`config.mk`:
```
export PLATFORM = sky130hd
export DESIGN_NAME = aibcr3_dcc_dll_ctrl
export DESIGN_NICKNAME = d
export VERILOG_FILES = /design/src/rtl/aibcr3_dcc_pkg.sv /design/src/rtl/aibcr3_dcc_bin2gray.sv /design/src/rtl/aibcr3_dcc_dll_ctrl.sv
export SDC_FILE = /design/constraint.sdc
export NUM_CORES = 1
export LEC_CHECK = 0
export ABC_CLOCK_PERIOD_IN_PS = 3500
export CAP_MARGIN = 15
export CORE_MARGIN = 2
export CORE_UTILIZATION = 30
export CTS_BUF_LIST = sky130_fd_sc_hd__clkbuf_4 sky130_fd_sc_hd__clkbuf_8
export DETAILED_ROUTE_END_ITERATION = 8
export GPL_TIMING_DRIVEN = 0
export SETUP_SLACK_MARGIN = 0.15
export SYNTH_ARGS = -nofsm -noshare
export SYNTH_HDL_FRONTEND = slang
export SYNTH_SLANG_ARGS = --single-unit
```
`constraint.sdc`:
```
create_clock -name clk -period 3.5 [get_ports clk]
set_input_delay 0.7 -clock clk [delete_from_list [all_inputs] [get_ports clk]]
set_output_delay 0.7 -clock clk [all_outputs]
set_load 0.02 [all_outputs]
```
`src/rtl/aibcr3_dcc_pkg.sv`:
```
// Shared types for the DCC delay-line calibration controller.
package aibcr3_dcc_pkg;

    // Default delay code width; must match the delay-line gray bus.
    localparam int CODE_W_DEF = 11;

    // Controller states.
    typedef enum logic [2:0] {
        ST_IDLE   = 3'd0,
        ST_SETTLE = 3'd1,
        ST_LAUNCH = 3'd2,
        ST_WAIT   = 3'd3,
        ST_DECIDE = 3'd4,
        ST_LOCKED = 3'd5,
        ST_FAIL   = 3'd6
    } dcc_state_e;

    // Search mode: successive approximation first, then linear tracking.
    typedef enum logic {
        MODE_SAR   = 1'b0,
        MODE_TRACK = 1'b1
    } dcc_mode_e;

endpackage

```
`src/rtl/aibcr3_dcc_bin2gray.sv`:
```
// Registered binary-to-gray converter with synchronous active-high reset.
module aibcr3_dcc_bin2gray
    import aibcr3_dcc_pkg::*;
#(
    parameter int W = CODE_W_DEF
) (
    input  logic         clk,
    input  logic         rst,
    input  logic [W-1:0] i_bin,
    output logic [W-1:0] o_gray
);

    logic [W-1:0] r_gray;

    // Register the gray encoding so the delay line sees glitch-free code changes.
    always_ff @(posedge clk) begin
        if (rst) begin
            r_gray <= {W{1'b0}};
        end else begin
            r_gray <= i_bin ^ (i_bin >> 1);
        end
    end

    assign o_gray = r_gray;

endmodule

```
`src/rtl/aibcr3_dcc_dll_ctrl.sv`:
```
// DCC delay-line calibration controller: SAR search, linear tracking until
// the code dithers, then freeze and lock.
module aibcr3_dcc_dll_ctrl
    import aibcr3_dcc_pkg::*;
#(
    parameter int CODE_W     = CODE_W_DEF,
    parameter int SETTLE_CYC = 4,
    parameter int PD_WAIT    = 4,
    parameter int LOCK_CNT   = 4,
    parameter int MAX_TRACK  = 64
) (
    input  logic              clk,
    input  logic              rst,
    input  logic              enable,
    input  logic              pd_late,
    output logic [CODE_W-1:0] gray,
    output logic [CODE_W-1:0] code_bin,
    output logic              launch,
    output logic              measure,
    output logic              dll_lock,
    output logic              busy,
    output logic              lock_err
);

    localparam int CNT_W  = 8;
    localparam int IDX_W  = (CODE_W > 1) ? $clog2(CODE_W) : 1;
    localparam int REV_W  = $clog2(LOCK_CNT + 1);
    localparam int STEP_W = $clog2(MAX_TRACK + 1);

    localparam logic [CNT_W-1:0]  SETTLE_LAST = CNT_W'(SETTLE_CYC - 1);
    localparam logic [CNT_W-1:0]  WAIT_LAST   = CNT_W'(PD_WAIT - 1);
    localparam logic [IDX_W-1:0]  IDX_TOP     = IDX_W'(CODE_W - 1);
    localparam logic [REV_W-1:0]  REV_LOCK    = REV_W'(LOCK_CNT);
    localparam logic [STEP_W-1:0] STEP_LIMIT  = STEP_W'(MAX_TRACK);
    localparam logic [CODE_W-1:0] CODE_ZERO   = {CODE_W{1'b0}};
    localparam logic [CODE_W-1:0] CODE_MAX    = {CODE_W{1'b1}};
    localparam logic [CODE_W-1:0] CODE_ONE    = {{(CODE_W-1){1'b0}}, 1'b1};
    localparam logic [CODE_W-1:0] CODE_MID    = {1'b1, {(CODE_W-1){1'b0}}};

    dcc_state_e        r_state;
    dcc_mode_e         r_mode;
    logic [CODE_W-1:0] r_code;
    logic [CNT_W-1:0]  r_cnt;
    logic [IDX_W-1:0]  r_idx;
    logic [REV_W-1:0]  r_rev_cnt;
    logic [STEP_W-1:0] r_step_cnt;
    logic              r_prev_dir_up;
    logic              r_prev_valid;
    logic              r_launch;
    logic              r_measure;
    logic              r_lock;
    logic              r_busy;
    logic              r_err;

    logic [CODE_W-1:0] w_bit_cur;
    logic [CODE_W-1:0] w_sar_code;
    logic [CODE_W-1:0] w_trk_code;
    logic              w_dir_up;
    logic [REV_W-1:0]  w_rev_next;
    logic [STEP_W-1:0] w_step_next;

    // Next code candidates for a SAR decision and a tracking decision.
    always_comb begin
        w_bit_cur   = CODE_ONE << r_idx;
        w_sar_code  = r_code;
        w_trk_code  = r_code;
        w_dir_up    = ~pd_late;
        w_rev_next  = r_rev_cnt;
        w_step_next = r_step_cnt + STEP_W'(1);

        // Delayed edge late: trial bit was too large, drop it.
        if (pd_late) begin
            w_sar_code = w_sar_code & ~w_bit_cur;
        end else begin
            w_sar_code = w_sar_code;
        end
        // Try the next lower bit, if any remain.
        if (r_idx != {IDX_W{1'b0}}) begin
            w_sar_code = w_sar_code | (w_bit_cur >> 1);
        end else begin
            w_sar_code = w_sar_code;
        end

        // Tracking step saturates at both ends but keeps its direction.
        if (pd_late) begin
            if (r_code == CODE_ZERO) begin
                w_trk_code = r_code;
            end else begin
                w_trk_code = r_code - CODE_ONE;
            end
        end else begin
            if (r_code == CODE_MAX) begin
                w_trk_code = r_code;
            end else begin
                w_trk_code = r_code + CODE_ONE;
            end
        end

        if (r_prev_valid && (r_prev_dir_up != w_dir_up)) begin
            w_rev_next = r_rev_cnt + REV_W'(1);
        end else begin
            w_rev_next = r_rev_cnt;
        end
    end

    // Calibration FSM with registered pulse, lock, busy and error outputs.
    always_ff @(posedge clk) begin
        if (rst) begin
            r_state       <= ST_IDLE;
            r_mode        <= MODE_SAR;
            r_code        <= CODE_ZERO;
            r_cnt         <= {CNT_W{1'b0}};
            r_idx         <= {IDX_W{1'b0}};
            r_rev_cnt     <= {REV_W{1'b0}};
            r_step_cnt    <= {STEP_W{1'b0}};
            r_prev_dir_up <= 1'b0;
            r_prev_valid  <= 1'b0;
            r_launch      <= 1'b0;
            r_measure     <= 1'b0;
            r_lock        <= 1'b0;
            r_busy        <= 1'b0;
            r_err         <= 1'b0;
        end else if (!enable) begin
            // Abort: back to idle with a zero code; the error flag stays sticky.
            r_state       <= ST_IDLE;
            r_mode        <= MODE_SAR;
            r_code        <= CODE_ZERO;
            r_cnt         <= {CNT_W{1'b0}};
            r_idx         <= {IDX_W{1'b0}};
            r_rev_cnt     <= {REV_W{1'b0}};
            r_step_cnt    <= {STEP_W{1'b0}};
            r_prev_dir_up <= 1'b0;
            r_prev_valid  <= 1'b0;
            r_launch      <= 1'b0;
            r_measure     <= 1'b0;
            r_lock        <= 1'b0;
            r_busy        <= 1'b0;
        end else begin
            case (r_state)
                ST_IDLE: begin
                    r_code  <= CODE_MID;
                    r_idx   <= IDX_TOP;
                    r_mode  <= MODE_SAR;
                    r_cnt   <= {CNT_W{1'b0}};
                    r_busy  <= 1'b1;
                    r_state <= ST_SETTLE;
                end
                ST_SETTLE: begin
                    if (r_cnt == SETTLE_LAST) begin
                        r_cnt     <= {CNT_W{1'b0}};
                        r_launch  <= 1'b1;
                        r_measure <= 1'b1;
                        r_state   <= ST_LAUNCH;
                    end else begin
                        r_cnt <= r_cnt + CNT_W'(1);
                    end
                end
                ST_LAUNCH: begin
                    r_launch  <= 1'b0;
                    r_measure <= 1'b0;
                    r_cnt     <= {CNT_W{1'b0}};
                    r_state   <= ST_WAIT;
                end
                ST_WAIT: begin
                    if (r_cnt == WAIT_LAST) begin
                        r_cnt   <= {CNT_W{1'b0}};
                        r_state <= ST_DECIDE;
                    end else begin
                        r_cnt <= r_cnt + CNT_W'(1);
                    end
                end
                ST_DECIDE: begin
                    if (r_mode == MODE_SAR) begin
                        r_code <= w_sar_code;
                        if (r_idx != {IDX_W{1'b0}}) begin
                            r_idx <= r_idx - IDX_W'(1);
                        end else begin
                            r_mode       <= MODE_TRACK;
                            r_rev_cnt    <= {REV_W{1'b0}};
                            r_step_cnt   <= {STEP_W{1'b0}};
                            r_prev_valid <= 1'b0;
                        end
                        r_state <= ST_SETTLE;
                    end else begin
                        r_code        <= w_trk_code;
                        r_prev_dir_up <= w_dir_up;
                        r_prev_valid  <= 1'b1;
                        r_rev_cnt     <= w_rev_next;
                        r_step_cnt    <= w_step_next;
                        if (w_rev_next == REV_LOCK) begin
                            r_lock  <= 1'b1;
                            r_busy  <= 1'b0;
                            r_state <= ST_LOCKED;
                        end else if (w_step_next == STEP_LIMIT) begin
                            r_err   <= 1'b1;
                            r_busy  <= 1'b0;
                            r_state <= ST_FAIL;
                        end else begin
                            r_state <= ST_SETTLE;
                        end
                    end
                end
                ST_LOCKED: begin
                    r_state <= ST_LOCKED;
                end
                ST_FAIL: begin
                    r_state <= ST_FAIL;
                end
                default: begin
                    r_state <= ST_IDLE;
                    r_busy  <= 1'b0;
                end
            endcase
        end
    end

    aibcr3_dcc_bin2gray #(
        .W(CODE_W)
    ) u_bin2gray (
        .clk    (clk),
        .rst    (rst),
        .i_bin  (r_code),
        .o_gray (gray)
    );

    assign code_bin = r_code;
    assign launch   = r_launch;
    assign measure  = r_measure;
    assign dll_lock = r_lock;
    assign busy     = r_busy;
    assign lock_err = r_err;

endmodule
```
==> impl_results.md, run 1 <==
- Global-route wire length before repair: around 14 mm
- Final Cell Area: around 4000 um^2
- RSZ-0062 raised after global routing: no
- Main synth FF type: sky130_fd_sc_hd__dfxtp_1
- CTS tree: built
- Number of fillers in the final layout: roughly 1.1k
- Mean Syn Cell Area: 8.16 um^2
- CTS Hold Bufs: 0
- Number of register bits inferred by synthesis: 54
- Final routed DRC violation total: 0
- Average detailed-routed wire length per instance: about 15 um
- Hold Vio Cnt, Final: 0
- DP Worst Slack: -0.0464 ns
- Power density normalized to cell area: 293 nW/um^2
- Pre-Repair DR Iteration Count: 4
- Post-synth net total: 451
- Initial antenna violation count: 0
- Hold/Removal Path Class: reg2reg
- Number of instances in the synthesized netlist: around 420
- Number of maximum-capacitance constraint violations: 0
- Reg area: 1080 um^2
- Final routed wirelength across all metal layers: about 8.7 mm
- Core region area: 11000 um^2
- Required time reported for the critical path endpoint: approximately 3.7 ns
- Final critical path time including I/O delays and setup: between 2 and 3 ns
- Worst r2r path cells: 7
- Category of the worst setup path launch point: input pin
- Library cells used by synthesis: 64
- Achievable clock frequency: roughly 360 MHz
- Number of placed instances with taps included: 588
- Vertical die dimension: around 110 um
- Final setup violation count: 0
- Multi-input combinational cell area: roughly 2200 um^2
- Worst Setup Path Type: in2reg
- TritonCTS sink count: 54
- Number of warnings reported in the yosys synthesis log: 0
- Horizontal die dimension: roughly 110 um
- Post-route fraction of the period consumed by the critical path: 79.3%
- Endpoint of the worst register-to-register path: code_bin[10]
- Synthesis-to-finish area growth: 17.5%
- EDFF count, synth: 0
- Detailed-placement wirelength estimate: between 6 and 7 mm
- Crit path from: pd_late
- Actual slew at the worst max-slew pin: 0.673 ns
- Post-place instance area: about 4000 um^2
- Relative slew margins: ~55%
- Share of flip-flops with an asynchronous set or reset: 0%
- Cts bufs inserted: 5
- Total via count after detailed routing: between 3k and 4k
- Global route overflow: 0
- Insertion delay of the later-clocked pin in the worst-skew pair: 0.31 ns
- Non-filler instance count after layout: a little under 600
- Worst VDD drop: about 0.19 mV
- Highest net fanout along the worst path: 11
- GP Congestion: roughly 0.92
- Least setup slack across all paths after layout: about 0.72 ns
- Status: finished clean
- Buffers inserted by post-CTS timing repair: 0
- Top-Level Pins: 31
- Sequential cell area fraction in the yosys report: 31.7%
- Count of buffers from port buffering: 30
- Arrival time at the worst endpoint: 3.00 ns
- Total die area: approximately 12000 um^2
- Vias in the first global route: between 2k and 3k
- Launch instance of the worst register-to-register path: code_bin[0]
- Overall Global Routing Usage: between 10 and 15%
- Worst setup path endpoint: code_bin[10]
- Number of max-slew violations in the final report: 0
- Effective utilization at floorplan: 31.1%
- Number of DRC markers after the initial detailed-route iteration: 208
- CTS H-tree lvls: 2
- Largest net degree at the start of global routing: 19
- Antenna violation net count after detailed routing: 0
- Post-Synthesis Cell Area: around 3400 um^2
- Clock root buffer: sky130_fd_sc_hd__clkbuf_8
- Core Rows: 38
- Drt via density: approximately 5.2
- Net total in the final layout: between 400 and 500
- Maximum clock path buffer count: 2
- Count of antenna diodes in the layout: 0
- Clock edge transition at the registers on the reported setup and hold paths: about 0.1 ns
- Layout cells sized above 1: 8.55%
- Register-to-register setup slack: 1.06 ns
- Crit. End Element: register
- Layout Skew: 0.0116 ns
- Cell leakage power: roughly 1.5 nW
## registers in the layout, summed over array words and instances, names as in the netlist
| name | cells |
|---|---|
| code_bin | 11 |
| u_bin2gray.o_gray | 11 |
| r_cnt | 8 |
| r_step_cnt | 7 |
| r_idx | 4 |
| r_rev_cnt | 3 |
| r_state | 3 |
| busy | 1 |
| dll_lock | 1 |
| lock_err | 1 |
| measure | 1 |
| r_mode | 1 |
| r_prev_dir_up | 1 |
| r_prev_valid | 1 |
## metrics by stage
step	hold slack [ns]	TNS, ns	utilization [%]	total power (W)
2_1_floorplan	0.446	0	-	0.000710
5_1_grt	0.525	0	36.5	0.00122
4_1_cts	0.480	0	36.5	0.00119
3_5_place_dp	0.465	-0.0464	35.4	0.000745
6_report	0.482	0	36.5	0.00118
3_3_place_gp	0.456	0	35.4	0.000743
## cells by family (layout without fill, tap and decap cells)
kind of cell,after synthesis,count (layout),share of synthesized area (%)
buf+inv,40,78,5.17
xor+xnor,14,14,3.81
simple gates,147,147,22.4
compound gates,133,133,25.7
fa+ha+maj,29,29,10.9
mux,1,1,0.293
flops,54,54,31.7
## per-layer routing
layer  vias to the layer above  GRT usage (%)  wire (um)
met5                         -              0          0
met4                         0           3.58         80
met3                         6           2.47        535
met2                        88           22.9       3980
met1                      1439           19.3       4140
li1                       1588              -          -
## report_power, final
group          total [W]  switching, W  internal, W
clock           0.000444      0.000225     0.000218
combinational   0.000107     0.0000695    0.0000378
sequential      0.000625    0.00000552     0.000619
total            0.00118      0.000300     0.000875
## worst min-delay path by stage
| stage | cells after the start | from | endpoint |
|---|---|---|---|
| 3_5_place_dp | 2 | r_step_cnt[6] | r_step_cnt[6] |
| 2_1_floorplan | 2 | r_step_cnt[6] | r_step_cnt[6] |
| 6_report | 2 | r_step_cnt[6] | r_step_cnt[6] |
| 5_1_grt | 2 | r_step_cnt[6] | r_step_cnt[6] |
| 4_1_cts | 2 | r_step_cnt[6] | r_step_cnt[6] |
| 3_3_place_gp | 2 | r_step_cnt[6] | r_step_cnt[6] |
## cell usage after synthesis, drive strengths merged (10+ instances only)
| cell | count | area share [%] |
|---|---|---|
| nor2b | 11 | 2.0 |
| nand3 | 23 | 3.5 |
| a21oi | 42 | 6.2 |
| nor2 | 44 | 5.1 |
| clkbuf | 11 | 1.2 |
| nand2 | 26 | 3.0 |
| buf | 10 | 1.9 |
| o21ai | 30 | 4.5 |
| inv | 19 | 2.1 |
| xnor2 | 11 | 3.0 |
| ha | 28 | 10 |
| dfxtp | 54 | 32 |
## placed cells by master (no fill, tap or decap), drive strengths merged, types with 16 or more instances in the layout
cell type      synthesis  routed
clkbuf                11      16
nor2                  44      44
clkdlybuf4s50          0      29
nand3                 23      23
o21ai                 30      30
a21oi                 42      42
inv                   19      20
dfxtp                 54      54
ha                    28      28
nand2                 26      26
## critical path, cell delays in order
cell	delay, ns
sky130_fd_sc_hd__dlymetal6s2s_1	0.31
sky130_fd_sc_hd__fa_1	0.56
sky130_fd_sc_hd__a211oi_2	0.34
sky130_fd_sc_hd__o211ai_2	0.15
sky130_fd_sc_hd__a2111oi_1	0.45
sky130_fd_sc_hd__nor3b_2	0.11
sky130_fd_sc_hd__mux2i_1	0.13
sky130_fd_sc_hd__a211oi_1	0.23
## layout make-up
cell class / count / area share [%]
buffer: 21 / 2.62
clock inverter: 3 / 1.22
clock buffer: 5 / 1.72
tap: 140 / 4.37
timing repair buffer: 30 / 7.56
inverter: 19 / 1.78
sequential: 54 / 27.0
multi-input combinational: 324 / 53.8
## repair_timing
item | in CTS | in global routing
endpoints found under the hold margin | 0 | 0
endpoints found under the setup margin | 0 | 1
resized for setup | 0 | 1
(Power assumes the default switching activity.)
==> run 2: changes to the inputs <==
--- a/config.mk
+++ b/config.mk
@@ -5,7 +5,7 @@
 export SDC_FILE = /design/constraint.sdc
 export NUM_CORES = 1
 export LEC_CHECK = 0
-export ABC_CLOCK_PERIOD_IN_PS = 3500
+export ABC_CLOCK_PERIOD_IN_PS = 2830
 export CAP_MARGIN = 15
 export CORE_MARGIN = 2
 export CORE_UTILIZATION = 30
==> constraint.sdc (replaced) <==
create_clock -name clk -period 2.83 [get_ports clk]
set_input_delay 0.566 -clock clk [delete_from_list [all_inputs] [get_ports clk]]
set_output_delay 0.566 -clock clk [all_outputs]
set_load 0.02 [all_outputs]
==> run 2 against run 1 <==
  * Combinational power up 23%
  * Worst setup slack worse by 0.35 ns
  * Count of clock-buffer cells in the layout unchanged
  * Clock power is 24% higher
  * Die area unchanged
  * Sequential power up 24%
  * Utilization about the same
  * Sequential cell count stayed put
  * Final area about the same
  * Critical path type unchanged
  * Highest routed layer unchanged
==> impl_results.md, run 2 (synthesis gave the netlist of run 1 again) <==
- Category of the worst setup path launch point: input pin
- Register-to-register setup slack: 0.47 ns
- Post-route fraction of the period consumed by the critical path: ~87%
- Leading cell types in the layout, fill and taps excluded: 54 x sky130_fd_sc_hd__dfxtp_1, 42 x sky130_fd_sc_hd__nor2_1, 42 x sky130_fd_sc_hd__a21oi_1
- Pre-Repair DR Iteration Count: 4
- Hold Vio Cnt, Final: 0
- Final setup violation count: 0
- Effective utilization at floorplan: approximately 31%
- Number of cells on the worst hold path: 2
- Status: finished clean
- Commonest non-fill, non-tap cell in the layout: sky130_fd_sc_hd__dfxtp_1
- Vertical die dimension: 111 um
- RSZ-0062 raised after global routing: no
- Post-place instance area: 3890 um^2
- Non-filler instance count after layout: 596
- Count of buffers from port buffering: 30
- Synthesis-to-finish area growth: 17.4%
- Final routed DRC violation total: 0
- Worst Setup Path Type: in2reg
- Min-delay src: r_step_cnt[6]
- Global-route wire length before repair: about 14 mm
- Relative slew margins: between 50% and 60%
- Count of antenna diodes in the layout: 0
- Total die area: between 10000 and 15000 um^2
- Hold slack: 0.482 ns
- Number of placed instances with taps included: 588
- Cts bufs inserted: 5
- TritonCTS sink count: 54
- Maximum clock path buffer count: 2
- Endpoint of the worst register-to-register path: code_bin[10]
- Top-Level Pins: 31
- Global route overflow: 0
- Largest net degree at the start of global routing: 19
- CTS Hold Bufs: 0
- Net total in the final layout: just under 500
- Worst hold path endpoint: r_step_cnt[6]
- Antenna violation net count after detailed routing: 0
- Drt via density: between 5 and 6
- Final Cell Area: between 4000 and 5000 um^2
- Vias in the first global route: 2871
- Number of maximum-capacitance constraint violations: 0
- Arrival time at the worst endpoint: around 2.7 ns
- Worst r2r path cells: 7
- Clock edge transition at the registers on the reported setup and hold paths: ~0.10 ns
- Actual slew at the worst max-slew pin: roughly 0.68 ns
- Number of fillers in the final layout: ~1.2k
- Final routed wirelength across all metal layers: a little under 9 mm
- CTS tree: built
- GP Congestion: slightly above 0.9
- Launch instance of the worst register-to-register path: code_bin[0]
- Insertion delay of the later-clocked pin in the worst-skew pair: 0.31 ns
- Detailed-placement wirelength estimate: 6.41 mm
- Core Rows: 38
- Core region area: approximately 11000 um^2
- Initial antenna violation count: 0
- Highest net fanout along the worst path: 11
- Achievable clock frequency: 407 MHz
- Crit. End Element: register
- Total via count after detailed routing: around 3.1k
- Number of max-slew violations in the final report: 0
- Hold/Removal Path Class: reg2reg
- Horizontal die dimension: about 110 um
- Number of DRC markers after the initial detailed-route iteration: 206
- Utilization of the core after routing: 36.5%
- Overall Global Routing Usage: between 10 and 15%
- Layout Skew: about 0.011 ns
- Layout cells sized above 1: under 10%
- Required time reported for the critical path endpoint: between 3 and 4 ns
- Clock root buffer: sky130_fd_sc_hd__clkbuf_8
- Final Power: between 0.001 and 0.0015 W
- Cell leakage power: between 1 and 1.5 nW
- Worst VDD drop: between 0.2 and 0.25 mV
- Power density normalized to cell area: 363 nW/um^2
- CTS H-tree lvls: 2
- Average detailed-routed wire length per instance: roughly 15 um
- Final critical path time including I/O delays and setup: between 2 and 2.5 ns
run 2: cell types whose count changed in the layout (fill, tap and decap cells not counted), sizes merged:
cell | before | now
clkbuf | 16 | 17
dlymetal6s2s | 1 | 0
run 2: how the worst max path moves through the flow:
stage	endpoint	cells past startpoint	from	slack, ns
after global placement	code_bin[10]	8	pd_late	-0.50
final	code_bin[10]	8	pd_late	0.37
after floorplan	code_bin[10]	7	pd_late	0.46
after global routing	code_bin[10]	8	pd_late	0.24
after CTS	code_bin[10]	8	pd_late	0.16
after detailed placement	code_bin[10]	8	pd_late	-0.58
run 2: routing by layer:
metal  up-vias  global-route usage (%)  part of all wire, %  wire length, um
li1       1586                       -                    -                -
met1      1475                    19.3                   49             4280
met2        79                    22.9                   45             3960
met3         8                    2.47                  4.7              414
met4         0                    3.58                  1.2              104
met5         -                       0                    0                0
run 2: timing repair:
action / CTS / global route
setup endpoints to repair: 3 / 2
setup buffers: 0 / 0
resized for setup: 2 / 2
run 2: cell type report:
cell class / instances / area (um^2) / area share, %
multi-input combinational: 324 / 2160 / 53.9
sequential: 54 / 1080 / 27.0
timing repair buffer: 30 / 295 / 7.37
tap: 140 / 175 / 4.37
buffer: 21 / 105 / 2.62
inverter: 19 / 71.3 / 1.78
clock buffer: 5 / 68.8 / 1.72
clock inverter: 3 / 48.8 / 1.22
run 2: where the power goes:
part	leakage, nW	switching [W]	internal (W)
Sequential	0.436	0.00000681	0.000766
Combinational	0.976	0.0000862	0.0000462
Clock	0.0563	0.000280	0.000270
run 2: critical path, stage by stage:
cell,delay [ns]
sky130_fd_sc_hd__clkbuf_2,0.23
sky130_fd_sc_hd__fa_1,0.54
sky130_fd_sc_hd__a211oi_2,0.34
sky130_fd_sc_hd__o211ai_2,0.17
sky130_fd_sc_hd__a2111oi_2,0.36
sky130_fd_sc_hd__nor3b_2,0.10
sky130_fd_sc_hd__mux2i_1,0.13
sky130_fd_sc_hd__a211oi_1,0.23
run 2: metrics by stage:
| step | setup WS [ns] | TNS, ns |
|---|---|---|
| finish | 0.375 | 0 |
| global route | 0.241 | 0 |
| CTS | 0.162 | 0 |
| detailed placement | -0.582 | -1.93 |
| global placement | -0.504 | -1.70 |
| floorplan | 0.457 | 0 |
